`src/rtl/pong_paddle_ctrl.sv`:
```
// Button conditioning for the pong core: 2-flop sync, per-bit debounce, frame-rate paddle motion, serve pulse.
// Optional build macro PADDLE_ACCEL_EN enables hold-time paddle acceleration.
module pong_paddle_ctrl #(
  parameter int unsigned Y_W        = 9,
  parameter int unsigned Y_MAX      = 480,
  parameter int unsigned PADDLE_H   = 64,
  parameter int unsigned STEP       = 4,
  parameter int unsigned DEB_CYCLES = 16
) (
  input  logic           clk,
  input  logic           rst,
  input  logic [4:0]     btn,
  input  logic           frame_tick,
  output logic [4:0]     btn_db,
  output logic [Y_W-1:0] paddle1_y,
  output logic [Y_W-1:0] paddle2_y,
  output logic           serve
);

  localparam int unsigned CNT_W  = $clog2(DEB_CYCLES + 1);
  localparam int unsigned YE_W   = Y_W + 1;
  localparam int unsigned Y_LIM  = Y_MAX - PADDLE_H;
  localparam int unsigned Y_RST  = Y_LIM / 2;
  localparam int unsigned HOLD_W = 5;

  logic [4:0]       s1, s2;
  logic [CNT_W-1:0] deb_cnt [5];
  logic             db4_q;
  logic [1:0]       dir [2];
  logic [YE_W-1:0]  step [2];

  // Synchronizer and per-bit debounce: a change is accepted after DEB_CYCLES stable cycles.
  always_ff @(posedge clk) begin
    if (rst) begin
      s1     <= '0;
      s2     <= '0;
      btn_db <= '0;
      for (int i = 0; i < 5; i++) deb_cnt[i] <= '0;
    end else begin
      s1 <= btn;
      s2 <= s1;
      for (int i = 0; i < 5; i++) begin
        if (s2[i] != btn_db[i]) begin
          if (deb_cnt[i] == CNT_W'(DEB_CYCLES - 1)) begin
            btn_db[i]  <= ~btn_db[i];
            deb_cnt[i] <= '0;
          end else begin
            deb_cnt[i] <= deb_cnt[i] + CNT_W'(1);
          end
        end else begin
          deb_cnt[i] <= '0;
        end
      end
    end
  end

  // Direction encoded {down, up}; both or neither means hold.
  assign dir[0] = btn_db[1:0];
  assign dir[1] = btn_db[3:2];

`ifdef PADDLE_ACCEL_EN
  logic [HOLD_W-1:0] hold_cnt [2];
  logic [HOLD_W-1:0] eff_cnt [2];
  logic [1:0]        last_dir [2];

  // A reversal since the last tick restarts acceleration from the base step.
  always_comb begin
    for (int p = 0; p < 2; p++) begin
      eff_cnt[p] = '0;
      step[p]    = YE_W'(STEP);
      if (dir[p] == last_dir[p]) eff_cnt[p] = hold_cnt[p];
      if (eff_cnt[p] >= HOLD_W'(16))     step[p] = YE_W'(4 * STEP);
      else if (eff_cnt[p] >= HOLD_W'(8)) step[p] = YE_W'(2 * STEP);
    end
  end

  always_ff @(posedge clk) begin
    if (rst) begin
      for (int p = 0; p < 2; p++) begin
        hold_cnt[p] <= '0;
        last_dir[p] <= '0;
      end
    end else if (frame_tick) begin
      for (int p = 0; p < 2; p++) begin
        last_dir[p] <= dir[p];
        if (dir[p][0] ^ dir[p][1])
          hold_cnt[p] <= (eff_cnt[p] == HOLD_W'(16)) ? eff_cnt[p] : eff_cnt[p] + HOLD_W'(1);
        else
          hold_cnt[p] <= '0;
      end
    end
  end
`else
  assign step[0] = YE_W'(STEP);
  assign step[1] = YE_W'(STEP);
`endif

  // Saturating move computed one bit wider so the sum cannot wrap.
  function automatic logic [Y_W-1:0] next_y(input logic [Y_W-1:0] y, input logic [1:0] d,
                                            input logic [YE_W-1:0] stp);
    logic [YE_W-1:0] ye;
    logic [YE_W-1:0] sum;
    ye     = YE_W'(y);
    sum    = ye + stp;
    next_y = y;
    if (d == 2'b01)
      next_y = (ye < stp) ? '0 : Y_W'(ye - stp);
    else if (d == 2'b10)
      next_y = (sum > YE_W'(Y_LIM)) ? Y_W'(Y_LIM) : Y_W'(sum);
  endfunction

  always_ff @(posedge clk) begin
    if (rst) begin
      paddle1_y <= Y_W'(Y_RST);
      paddle2_y <= Y_W'(Y_RST);
      serve     <= 1'b0;
      db4_q     <= 1'b0;
    end else begin
      db4_q <= btn_db[4];
      serve <= btn_db[4] & ~db4_q;
      if (frame_tick) begin
        paddle1_y <= next_y(paddle1_y, dir[0], step[0]);
        paddle2_y <= next_y(paddle2_y, dir[1], step[1]);
      end
    end
  end

endmodule
```
`config.mk`:
```
export PLATFORM = sky130hd
export DESIGN_NAME = pong_paddle_ctrl
export DESIGN_NICKNAME = d
export VERILOG_FILES = /design/src/rtl/pong_paddle_ctrl.sv
export SDC_FILE = /design/constraint.sdc
export NUM_CORES = 1
export LEC_CHECK = 0
export BUFFER_PORTS_ARGS = -buffer_cell sky130_fd_sc_hd__buf_2
export CAP_MARGIN = 5
export CORE_ASPECT_RATIO = 1.5
export CORE_UTILIZATION = 38
export CTS_BUF_LIST = sky130_fd_sc_hd__clkbuf_4 sky130_fd_sc_hd__clkbuf_8
export CTS_CLUSTER_DIAMETER = 80
export DETAILED_ROUTE_END_ITERATION = 16
export SLEW_MARGIN = 20
export SYNTH_ARGS = -nofsm -noshare
export SYNTH_HDL_FRONTEND = slang
export SYNTH_SLANG_ARGS = --single-unit
export TNS_END_PERCENT = 30
```
`constraint.sdc`:
```
create_clock -name clk -period 2.44 [get_ports clk]
set_clock_uncertainty 0.05 [all_clocks]
set_input_delay 0.366 -clock clk [delete_from_list [all_inputs] [get_ports clk]]
set_output_delay 0.366 -clock clk [all_outputs]
set_load 0.005 [all_outputs]
```
==> impl_metrics.csv <==
group,metric,value,unit
yosys,async_flop_share,0,
yosys,syn_area,3130,sq um
drt,post_drt_wl_per_cell,12.5,microns
sta,hold_violations,0,
finish,syn2layout_area_growth,13.5,%
sta,final.period_utilization,0.936,
yosys,yosysWarnings,0,
floorplanning,rows,40,
placed_design,dp_hpwl,4500,microns
power,p_per_area,458,nW/um^2
drt,remaining_drc_errors,0,
sta,finalCriticalPeriod,2.28,ns
yosys,yosysUniqueCellTypes,60,
clocking,htree_levels,2,
sta,timing.final.max_slew_violations,0,
setup_path,cp-end-kind,"flop",
drt,vias,2402,
yosys,synthSimpleGateAreaFrac,0.188,
drt,ant_nets,0,
clocking,holdBufCountCts,0,
global_routing,grt_pass1_vias,2235,
drt,routed_wl,6070,microns
global_routing,grt_pass1_wl,10200,microns
placed_design,place_inst,477,
clocking,cts_tree,"done",
drt,drtIter0Drc,109,
placed_design,place_congestion,0.876,
yosys,synth_xor_xnor_area_share,0.0476,
yosys,synth-edff-count,25,
yosys,yosys-top-cells-count,"42 x nor2_1, 31 x dfxtp_1, 25 x edfxtp_1, 25 x inv_1, 16 x ha_1",
status,status,"complete, no violations",
sta,maxSlewHeadroom,0.642,
floorplanning,die_x,76.1,microns
sta,hold_slack,0.196,ns
yosys,synth_compound_area_frac,0.156,
power,power,1.62,mW
clocking,postCtsSetupRepairBufs,0,
sta,setup_tns,0,ns
yosys,synth.avg_cell_area,9.47,sq um
global_routing,grt_max_degree,29,
clocking,clockBufferDepth,2,
drt,first_pass_iters,4,
clocking,post_cts_resized,0,
yosys,synth_top_area_frac,0.240,
setup_path,start_kind,"flop",
drt,vias_per_cell,4.95,
power,ir_drop,0.374,mV
sta,rsz0062_at_grt,"false",
finish,stdcell_count,485,
flow_run,cap_violations,0,
floorplanning,io-pin-count,32,
finish,drive_above_1_share,0.147,
global_routing,overflow,0,
finish,nets,403,
setup_path,slowest_stage,"dfxtp_1",
yosys,synthFlopType,"dfxtp_1",
clocking,cts_sinks,56,
yosys,ys_seq_area_frac,0.439,
clocking,clock-root-buffer,"clkbuf_8",
setup_path,crit_path_max_fanout,13,
setup_path,cpPeakStageDelay,0.59,ns
power,leakage,1.40,nW
setup_path,crit_chain,"nand4_2, or4b_1, a311o_1, a31oi_4, a21oi_2, a211oi_2",
finish,num-fill-cells,814,
yosys,synthAdderAreaFrac,0.0641,
finish,seqCellArea,1370,sq um
floorplanning,die-area,8600,sq um
clocking,clk_pin_slew,0.10,ns
setup_path,cp.arrival,2.49,ns
sta,max_freq,438,MHz
sta,tightest_slew,0.537,ns
floorplanning,core_area,8010,sq um
yosys,yosysMostFrequentCell,"nor2_1",
yosys,synthTopCellsByArea,"edfxtp_1 24%, dfxtp_1 20%, ha_1 6.4%",
finish,final_core_util,0.443,
clocking,numCtsBuffers,5,
yosys,synth_top_family_by_area,"simple AND/OR/NAND/NOR gates",
yosys,yosys.area.top_type,"edfxtp_1",
setup_path,critPathKind,"flop to flop",
floorplanning,initial_core_util,0.390,
min_path,min_path_type,"input port to flop",
clocking,clk_latency,0.32,ns
setup_path,critPathRequiredTime,2.64,ns
sta,setup_violations,0,
placed_design,port_buffers,27,
yosys,ys_seq_elements,56,
finish,multi_input_area,1660,sq um
yosys,muxShareOfSynthArea,0.0392,
global_routing,antenna_found_initial,0,
global_routing,grt_usage,0.148,
yosys,synthCells,330,
finish,num_antenna_cells,0,
floorplanning,chipHeight,113,microns
==> metal layers <==
metal,share of wire,vias to the layer above,track usage
met5,0,-,0
met4,0.024,0,0.0692
met3,0.024,9,0.0250
met2,0.53,40,0.275
met1,0.42,1116,0.164
li1,-,1237,-
==> critical path, delay by kind of cell, from the launching register on <==
kind | cells | cell delay, ns
AO/OA/AOI/OAI | 4 | 0.83
AND/OR/NAND/NOR | 2 | 0.74
flip-flops | 1 | 0.59
==> report_power, final <==
part / internal (mW) / leakage (nW) / total, mW / switching (mW)
registers: 1.00 / 0.510 / 1.02 / 0.0144
clock network: 0.216 / 0.0448 / 0.538 / 0.322
logic: 0.0280 / 0.843 / 0.0677 / 0.0397
==> cell type report <==
| cell class | count | share of cell area |
|---|---|---|
| clock buffer | 6 | 0.0215 |
| timing repair buffer | 36 | 0.0571 |
| clock inverter | 2 | 0.00459 |
| inverter | 25 | 0.0265 |
| sequential | 56 | 0.387 |
| multi-input combinational | 255 | 0.467 |
| tap | 105 | 0.0370 |
==> metrics by stage <==
| step | cell area (sq um) | setup WS, ns |
|---|---|---|
| finish | 3550 | 0.156 |
| global route | 3550 | 0.0169 |
| CTS | 3550 | 0.181 |
| detailed placement | 3450 | 0.195 |
| global placement | 3450 | 0.268 |
| floorplan | 3230 | 0.154 |
==> path summary, 6_finish.rpt <==
| kind | slack (ns) | end | startpoint | cells after the start |
|---|---|---|---|---|
| min | 0.20 | s1[2] | btn[2] | 2 |
| max | 0.16 | paddle2_y[3] | paddle2_y[6] | 6 |
| min reg2reg | 0.34 | serve | db4_q | 1 |
| max reg2reg | 0.16 | paddle2_y[3] | paddle2_y[6] | 6 |
==> layout by cell type, fill, tap and decap left out, drive strengths merged, types with 3 or more instances in the layout <==
master,netlist,routed
or4,3,3
xor2,5,5
o21ai,13,13
nand3,10,10
or3,9,9
edfxtp,25,25
buf,11,36
xnor2,12,12
a211oi,3,3
nor2,42,42
conb,2,29
mux2i,10,10
o22ai,4,4
nand2,13,13
clkbuf,10,6
inv,25,25
nor3,3,3
and3,8,8
dfxtp,31,31
a21oi,16,16
a31oi,4,4
nor4,3,3
o211ai,6,6
ha,16,16
nor2b,15,15
==> state kept, by name, indices dropped and copies added (netlist names) <==
register   count
deb_cnt       25
paddle1_y      7
paddle2_y      7
btn_db         5
s1             5
s2             5
db4_q          1
serve          1
==> kinds of logic after synthesis <==
| kind of cell | after synthesis |
|---|---|
| buffers and inverters | 46 |
| other | 2 |
| adder cells (fa/ha/maj) | 16 |
| multiplexers | 12 |
| flip-flops | 56 |
| AND/OR/NAND/NOR | 114 |
| AO/OA/AOI/OAI | 67 |
| XOR/XNOR | 17 |
(Power assumes the default switching activity.)
